--- config.mk ---
export PLATFORM = sky130hd
export DESIGN_NAME = prefix_sub_flat
export DESIGN_NICKNAME = d
export VERILOG_FILES = /design/src/rtl/prefix_sub_if.sv /design/src/rtl/prefix_sub.sv /design/src/flat_wrapper.sv
export SDC_FILE = /design/constraint.sdc
export NUM_CORES = 1
export LEC_CHECK = 0
export ABC_AREA = 1
export BUFFER_PORTS_ARGS = -buffer_cell sky130_fd_sc_hd__clkbuf_2
export CAP_MARGIN = 20
export CORE_UTILIZATION = 40
export CTS_CLUSTER_SIZE = 28
export DETAILED_ROUTE_END_ITERATION = 12
export PLACE_DENSITY = 0.67
export SYNTH_ARGS = -nofsm -noshare
export SYNTH_HDL_FRONTEND = slang
export SYNTH_SLANG_ARGS = --single-unit
export TNS_END_PERCENT = 1
--- constraint.sdc ---
create_clock -name clk -period 11.97 [get_ports clk]
set_clock_uncertainty 0.2 [all_clocks]
set_input_delay 0.5985 -clock clk [delete_from_list [all_inputs] [get_ports clk]]
set_output_delay 0.5985 -clock clk [all_outputs]
set_load 0.02 [all_outputs]
--- src/rtl/prefix_sub_if.sv ---
// Operand/result handshake bundle for prefix_sub.
// The op port exists only when PREFIX_SUB_ADD_MODE_EN is defined.
interface prefix_sub_if #(
   parameter int WIDTH = 32
);
   logic             in_valid;
   logic             in_ready;
   logic [WIDTH-1:0] x;
   logic [WIDTH-1:0] y;
   logic             bin;
`ifdef PREFIX_SUB_ADD_MODE_EN
   logic             op;
`endif
   logic             out_valid;
   logic             out_ready;
   logic [WIDTH-1:0] d;
   logic             bout;
   logic             zero;
   logic             ovf;
   logic             lt_u;
   logic             lt_s;

   modport master (
`ifdef PREFIX_SUB_ADD_MODE_EN
      output op,
`endif
      output in_valid, x, y, bin, out_ready,
      input  in_ready, out_valid, d, bout, zero, ovf, lt_u, lt_s
   );

   modport slave (
`ifdef PREFIX_SUB_ADD_MODE_EN
      input  op,
`endif
      input  in_valid, x, y, bin, out_ready,
      output in_ready, out_valid, d, bout, zero, ovf, lt_u, lt_s
   );
endinterface

--- src/rtl/prefix_sub.sv ---
// Pipelined Kogge-Stone subtractor/comparator with valid/ready and a global stall.
// Define PREFIX_SUB_ADD_MODE_EN to add the op input (op=1 selects add).
module prefix_sub #(
   parameter int WIDTH = 32
) (
   input logic         clk,
   input logic         rst,
   prefix_sub_if.slave bus
);
   localparam int LEVELS = $clog2(WIDTH);

   typedef struct packed {
      logic [WIDTH-1:0] g;
      logic [WIDTH-1:0] a;
   } ga_t;

   // One Kogge-Stone level: combine each bit with the group 'span' bits below it.
   function automatic ga_t prefix_level(input ga_t cur, input int span);
      ga_t nxt;
      nxt = cur;
      for (int i = 0; i < WIDTH; i++) begin
         if (i >= span) begin
            nxt.g[i] = cur.g[i] | (cur.a[i] & cur.g[i-span]);
            nxt.a[i] = cur.a[i] & cur.a[i-span];
         end
      end
      return nxt;
   endfunction

   logic             vld_p [0:LEVELS+1];
   logic [WIDTH-1:0] p_p   [0:LEVELS];
   ga_t              ga_p  [0:LEVELS];
   logic             c0_p  [0:LEVELS];
   logic             xm_p  [0:LEVELS];
   logic             ym_p  [0:LEVELS];
   logic             op_p  [0:LEVELS];

   logic [WIDTH-1:0] d_q;
   logic             bout_q, zero_q, ovf_q, lt_u_q, lt_s_q;

   logic             stall;
   logic             op_in;
   logic [WIDTH-1:0] yy;
   ga_t              ga_nxt [1:LEVELS];
   ga_t              ga_fold;
   logic [WIDTH-1:0] carries, d_n;
   logic             cout, bout_n, ovf_n;

`ifdef PREFIX_SUB_ADD_MODE_EN
   assign op_in = bus.op;
`else
   assign op_in = 1'b0;
`endif

   assign stall         = vld_p[LEVELS+1] & ~bus.out_ready;
   assign bus.in_ready  = ~stall;
   assign bus.out_valid = vld_p[LEVELS+1];
   assign bus.d         = d_q;
   assign bus.bout      = bout_q;
   assign bus.zero      = zero_q;
   assign bus.ovf       = ovf_q;
   assign bus.lt_u      = lt_u_q;
   assign bus.lt_s      = lt_s_q;

   // Subtract runs as x + ~y + ~bin; add mode bypasses both inversions.
   assign yy = op_in ? bus.y : ~bus.y;

   always_comb begin
      ga_fold      = ga_p[0];
      ga_fold.g[0] = ga_p[0].g[0] | (ga_p[0].a[0] & c0_p[0]);
      for (int k = 1; k <= LEVELS; k++) begin
         ga_nxt[k] = prefix_level((k == 1) ? ga_fold : ga_p[k-1], 1 << (k - 1));
      end
   end

   // Final stage: the MSB carry-out is rebuilt from the carried operand MSBs.
   always_comb begin
      carries = {ga_p[LEVELS].g[WIDTH-2:0], c0_p[LEVELS]};
      d_n     = p_p[LEVELS] ^ carries;
      cout    = (xm_p[LEVELS] & ym_p[LEVELS]) |
                ((xm_p[LEVELS] | ym_p[LEVELS]) & carries[WIDTH-1]);
      bout_n  = op_p[LEVELS] ? cout : ~cout;
      ovf_n   = carries[WIDTH-1] ^ cout;
   end

   always_ff @(posedge clk) begin
      if (rst) begin
         for (int k = 0; k <= LEVELS + 1; k++) vld_p[k] <= 1'b0;
         for (int k = 0; k <= LEVELS; k++) begin
            p_p[k]  <= '0;
            ga_p[k] <= '0;
            c0_p[k] <= 1'b0;
            xm_p[k] <= 1'b0;
            ym_p[k] <= 1'b0;
            op_p[k] <= 1'b0;
         end
         d_q    <= '0;
         bout_q <= 1'b0;
         zero_q <= 1'b0;
         ovf_q  <= 1'b0;
         lt_u_q <= 1'b0;
         lt_s_q <= 1'b0;
      end else if (!stall) begin
         // Stage 0: bitwise propagate/generate/alive and carry-in
         vld_p[0]  <= bus.in_valid;
         p_p[0]    <= bus.x ^ yy;
         ga_p[0].g <= bus.x & yy;
         ga_p[0].a <= (bus.x & yy) | (bus.x ^ yy);
         c0_p[0]   <= op_in ? bus.bin : ~bus.bin;
         xm_p[0]   <= bus.x[WIDTH-1];
         ym_p[0]   <= yy[WIDTH-1];
         op_p[0]   <= op_in;
         // Stages 1..LEVELS: one prefix level each
         for (int k = 1; k <= LEVELS; k++) begin
            vld_p[k] <= vld_p[k-1];
            p_p[k]   <= p_p[k-1];
            ga_p[k]  <= ga_nxt[k];
            c0_p[k]  <= c0_p[k-1];
            xm_p[k]  <= xm_p[k-1];
            ym_p[k]  <= ym_p[k-1];
            op_p[k]  <= op_p[k-1];
         end
         // Output stage: difference and flags
         vld_p[LEVELS+1] <= vld_p[LEVELS];
         d_q    <= d_n;
         bout_q <= bout_n;
         zero_q <= (d_n == '0);
         ovf_q  <= ovf_n;
         lt_u_q <= op_p[LEVELS] ? 1'b0 : bout_n;
         lt_s_q <= op_p[LEVELS] ? 1'b0 : (d_n[WIDTH-1] ^ ovf_n);
      end
   end
endmodule

--- src/flat_wrapper.sv ---
// flat-port wrapper written by rule: the top's interface ports become plain ports
module prefix_sub_flat 
#(
   parameter int WIDTH = 32
)
  (clk, rst, bus_in_valid, bus_x, bus_y, bus_bin, bus_out_ready, bus_in_ready, bus_out_valid, bus_d, bus_bout, bus_zero, bus_ovf, bus_lt_u, bus_lt_s);
  prefix_sub_if #(.WIDTH(WIDTH)) bus_i ();
  input logic clk;
  input logic rst;
  input wire logic [$bits(bus_i.in_valid)-1:0] bus_in_valid;
  input wire logic [$bits(bus_i.x)-1:0] bus_x;
  input wire logic [$bits(bus_i.y)-1:0] bus_y;
  input wire logic [$bits(bus_i.bin)-1:0] bus_bin;
  input wire logic [$bits(bus_i.out_ready)-1:0] bus_out_ready;
  output wire logic [$bits(bus_i.in_ready)-1:0] bus_in_ready;
  output wire logic [$bits(bus_i.out_valid)-1:0] bus_out_valid;
  output wire logic [$bits(bus_i.d)-1:0] bus_d;
  output wire logic [$bits(bus_i.bout)-1:0] bus_bout;
  output wire logic [$bits(bus_i.zero)-1:0] bus_zero;
  output wire logic [$bits(bus_i.ovf)-1:0] bus_ovf;
  output wire logic [$bits(bus_i.lt_u)-1:0] bus_lt_u;
  output wire logic [$bits(bus_i.lt_s)-1:0] bus_lt_s;
  assign bus_i.in_valid = bus_in_valid;
  assign bus_i.x = bus_x;
  assign bus_i.y = bus_y;
  assign bus_i.bin = bus_bin;
  assign bus_i.out_ready = bus_out_ready;
  assign bus_in_ready = bus_i.in_ready;
  assign bus_out_valid = bus_i.out_valid;
  assign bus_d = bus_i.d;
  assign bus_bout = bus_i.bout;
  assign bus_zero = bus_i.zero;
  assign bus_ovf = bus_i.ovf;
  assign bus_lt_u = bus_i.lt_u;
  assign bus_lt_s = bus_i.lt_s;
  prefix_sub #(.WIDTH(WIDTH)) u_core (.clk(clk), .rst(rst), .bus(bus_i));
endmodule
# Yosys cells after proc, flatten, opt, wreduce, memory -nomap -nowiden
# Memories as Yosys holds them, arrays and structs flattened.
# Cells that the tools add are included.
[totals] memories=7 mem_bits_rw=607 regBits=37 elab_cells=515
[mem_list] name="u_core.ga_p" depth=6 width=64 rd=6 rd_ports_with_merged_regs=0 wr=6 line_no="prefix_sub.sv:32" source="ga_t ga_p [0:LEVELS];"
[mem_list] name="u_core.p_p" depth=6 width=32 rd=6 rd_ports_with_merged_regs=0 wr=6 line_no="prefix_sub.sv:31" source="logic [WIDTH-1:0] p_p [0:LEVELS];"
[mem_list] name="u_core.vld_p" depth=7 width=1 rd=7 rd_ports_with_merged_regs=0 wr=7 line_no="prefix_sub.sv:30" source="logic vld_p [0:LEVELS+1];"
[mem_list] name="u_core.c0_p" depth=6 width=1 rd=6 rd_ports_with_merged_regs=0 wr=6 line_no="prefix_sub.sv:33" source="logic c0_p [0:LEVELS];"
[mem_list] name="u_core.op_p" depth=6 width=1 rd=6 rd_ports_with_merged_regs=0 wr=6 line_no="prefix_sub.sv:36" source="logic op_p [0:LEVELS];"
[mem_list] name="u_core.xm_p" depth=6 width=1 rd=6 rd_ports_with_merged_regs=0 wr=6 line_no="prefix_sub.sv:34" source="logic xm_p [0:LEVELS];"
[mem_list] name="1 more memories"
[classes] n_reduce_logical=1 muxes=52 bitwise=449
[ops] operator="$mux 64" count=5
[ops] operator="$and 1x1->1" count=262
[ops] operator="$mux 32" count=8
[ops] operator="$or 1x1->1" count=176
[ops] operator="$xor 32x32->32" count=2
[ops] operator="$mux 1" count=39
[ops] operator="$and 32x32->32" count=1
[ops] operator="$logic_not 32->1" count=1
[ops] operator="$not 32->32" count=1
[ops] operator="$or 32x32->32" count=1
[ops] operator="$not 1->1" count=4
[ops] operator="$xor 1x1->1" count=2

# Longest topological paths before layout
# An unclocked memory read counts as a cell.
[logic_depth] ltp_word=7 depth_mapped=9 mapped_depth_nobuf=9

# Worst setup path after synthesis
# Ideal clock, no wire load.
[synth_path] path_type="input-to-reg" start="input port bus_out_ready" end="memory u_core.c0_p[0][0], enable pin" arrival_ns=11.247 required_ns=10.895 setup_ns=0.875 path_buffers=1 stages=5 slack_ns=-0.353 cell_sequence="inv_1 > nand2_2 > nor2_2 > buf_2 > inv_1"
[synth_lines] item="start, declared" line_no="flat_wrapper.sv:14" source="input wire logic [$bits(bus_i.out_ready)-1:0] bus_out_ready;"
[synth_lines] item="end, declared" line_no="prefix_sub.sv:33"

==> run_results.csv <==
group,metric,value,unit
synthesis,synth_xor_xnor_area_share,0.574,%
route,routed_wirelength,39700,um
route,drtPass1Iterations,5,
synthesis,yosys.area_share.simple,12.0,%
power,ir_worst_vdd,0.0000969,V
flow_run,cap_viol_max_count,0,
global_routing,grt_max_degree,188,
layout,syn_to_final_growth,12.7,%
worst_hold_path,holdPathStages,2,
worst_setup_path,r2r_start,"u_core.vld_p[0][6]",
worst_setup_path,critPathTopFamily,"buffers and inverters",
route,via_per_inst,4.42,
layout,mostFrequentLayoutCells,"549 x nor2_1, 528 x edfxtp_1, 373 x inv_1, 176 x nand2_1, 125 x a21oi_1",
placement,dp_hpwl,26800,um
clock_tree,cts_buffer_depth,3,
power,pwr-share-comb,3.6,%
placement,placedInstanceArea,24100,um^2
synthesis,synth-edff-count,528,
synthesis,synth.distinct_cells,19,
power,leakage,11.0,nW
floorplanning,ios,108,
synthesis,synth_area,22900,um^2
floorplanning,coreArea,56500,um^2
worst_hold_path,hold_end,"u_core.c0_p[0][0]",
floorplanning,die_area,58200,um^2
global_routing,antenna_found_initial,0,
clock_tree,path_clk_slew,60,ps
clock_tree,clk_latency,590,ps
worst_setup_path,cp_num_buf_inv,4,
power,power_frac_clock,40.1,%
layout,mostFrequentLayoutCell,"nor2_1",
clock_tree,cts_resized,0,
timing,finalHoldViolations,0,
clock_tree,cts_tree,"done",
worst_setup_path,cp_data_arrival_time,3860,ps
synthesis,synthTopCellsByArea,"edfxtp_1 69%, nor2_1 9.0%, inv_1 6.1%",
layout,n_antenna_cell,0,
power,powerDensity,154,nW/um^2
route,route.detailed.drc,0,
synthesis,synth_compound_area_share,3.87,%
worst_setup_path,cp_slowest_cell,"buf_4",
worst_setup_path,path_cells,"nand2_2 -> nor2_2 -> buf_4 -> clkinvlp_4 -> buf_12 -> buf_4",
synthesis,synthArstFlopShare,0,%
global_routing,grt_remaining_overflow,0,
power,switchingPower,0.818,mW
timing,setup_viol,0,
floorplanning,die_y,241,um
worst_setup_path,critPathKind,"reg -> reg",
clock_tree,cts.sinks,564,
run_status,outcome,"finished, final reports clean",
clock_tree,cts_buffers,55,
worst_setup_path,r2r_cells,6,
placement,portBuffers,107,
synthesis,yosysWarningCount,0,
worst_setup_path,cp_common_cell,"buf_4",
worst_hold_path,holdCritPathClass,"in -> reg",
worst_setup_path,required,11980,ps
timing,setup_tns,0,ps
timing,worst-slew-pin-transition,1070,ps
synthesis,ys_seq_area_share,72.4,%
timing,fin_crit,3850,ps
floorplanning,start_util,40.5,%
synthesis,synth_seq_cells,564,
timing,fin_crit_sh,32.1,%
worst_setup_path,r2r_end,"u_core.ga_p[0][55]",
synthesis,synthDominantCellAreaShare,69.2,%
route,antenna_left,0,
synthesis,synth_top_family_by_area,"simple AND/OR/NAND/NOR gates",
clock_tree,root_buffer,"clkbuf_16",
synthesis,muxShareOfSynthArea,0,%
global_routing,grt_pass1_vias,12395,
power,power.internal,3.16,mW
global_routing,grt_pass1_wl,63700,um
synthesis,synth_cells,1973,
clock_tree,cts_max_level,2,
synthesis,avgSynthCellArea,11.6,um^2
layout,drive_gt1_share,9.42,%
worst_setup_path,ff2ff_setup_slack,8120,ps
power,p_seq_share,56.3,%
worst_setup_path,crit_fanout,187,
power,swShare,20.6,%
floorplanning,die_w,241,um
synthesis,synth_area_leader_cell,"edfxtp_1",
route,wl_per_cell,13.8,um
clock_tree,hold_buffers,0,
worst_setup_path,max_stage_delay,930,ps
route,drt_iter0_drc,944,
worst_setup_path,cp-end-kind,"flop",
synthesis,syn_nets,2104,
route,vias,12715,
timing,slew_viol_final,0,
timing,rsz0062_at_grt,"no",
timing,whs,75.7,ps
placement,place.gp.congestion,0.823,
layout,final_area,25800,um^2
worst_setup_path,crit_path_start_kind,"flop",
timing,max_slew_margin,28.7,%
synthesis,synthAdderAreaFrac,3.39,%
layout,nets,2213,
clock_tree,cts_setup_buffers,0,
timing,clock.fmax,260,MHz
worst_hold_path,hp-start,"bus_bin",
floorplanning,core.rowCount,87,
global_routing,grtUsageTotal,13.9,%
synthesis,synth_ff_type,"edfxtp_1",
[flip-flops by register name, indices dropped and copies added (netlist names)]
name,count
u_core.bus.d,32
u_core.c0_p,6
u_core.ga_p,311
u_core.ym_p,6
u_core.vld_p,7
u_core.bus.zero,1
u_core.xm_p,6
u_core.bus.bout,1
u_core.bus.ovf,1
u_core.p_p,192
u_core.bus.lt_s,1
[how the worst max path moves through the flow]
| stage | start | endpoint | slack [ps] | cells past startpoint |
|---|---|---|---|---|
| 2_1_floorplan | bus_out_ready | u_core.c0_p[0][0] | 2160 | 5 |
| 3_3_place_gp | bus_out_ready | u_core.ga_p[0][17] | 7890 | 8 |
| 3_5_place_dp | bus_out_ready | u_core.ga_p[0][49] | 7810 | 8 |
| 4_1_cts | u_core.vld_p[0][6] | u_core.ga_p[0][17] | 8060 | 6 |
| 5_1_grt | u_core.vld_p[0][6] | u_core.ga_p[0][23] | 7840 | 6 |
| 6_report | u_core.vld_p[0][6] | u_core.ga_p[0][55] | 8120 | 6 |
[power groups by stage]
stage	logic, mW	clock network, mW	registers [mW]
after floorplan	0.101	0	2.27
after global placement	0.142	0	2.28
after detailed placement	0.146	0	2.28
after CTS	0.147	1.63	2.24
after global routing	0.168	1.70	2.24
final	0.144	1.59	2.24
[synth_stat cells (2+ instances only)]
cell      number
nor2_1       549
buf_6          5
ha_1          62
a22o_1        19
clkbuf_1       2
nand2_1      176
edfxtp_1     528
a21oi_1      125
xor2_1        15
nand3_1        2
inv_1        374
o21ai_0       16
buf_4          6
buf_2         53
dfxtp_1       36
nand2_2        2
[cell type report]
| type | count | area [um^2] |
|---|---|---|
| clock inverter | 23 | 151 |
| clock buffer | 75 | 1510 |
| tap | 756 | 946 |
| inverter | 374 | 1410 |
| timing repair buffer | 118 | 651 |
| multi-input combinational | 969 | 4560 |
| sequential | 564 | 16600 |
| fill | 5079 | 30700 |
[stage by stage]
| step | worst slack [ps] | power (mW) | instances | utilization (%) |
|---|---|---|---|---|
| 6_report | 8120 | 3.98 | 2879 | 45.7 |
| 5_1_grt | 7840 | 4.11 | 2879 | 45.7 |
| 4_1_cts | 8060 | 4.01 | 2878 | 45.6 |
| 3_5_place_dp | 7810 | 2.43 | 2780 | 42.7 |
| 3_3_place_gp | 7890 | 2.42 | 2780 | 42.7 |
| 2_1_floorplan | 2160 | 2.37 | 1973 | - |
[metal layers]
layer,vias to the layer above,routed length (um),GRT usage (%)
met1,5893,18400,18.7
met4,0,999,4.95
met3,55,1690,2.28
li1,6519,-,-
met5,-,0,0
met2,248,18600,22.8
[cells by family after synthesis]
| logic type | Yosys count |
|---|---|
| compound gates | 162 |
| xor+xnor | 15 |
| fa+ha+maj | 62 |
| buf+inv | 440 |
| flops | 564 |
| simple gates | 730 |
Note: power is estimated with default switching activity, not from simulation.
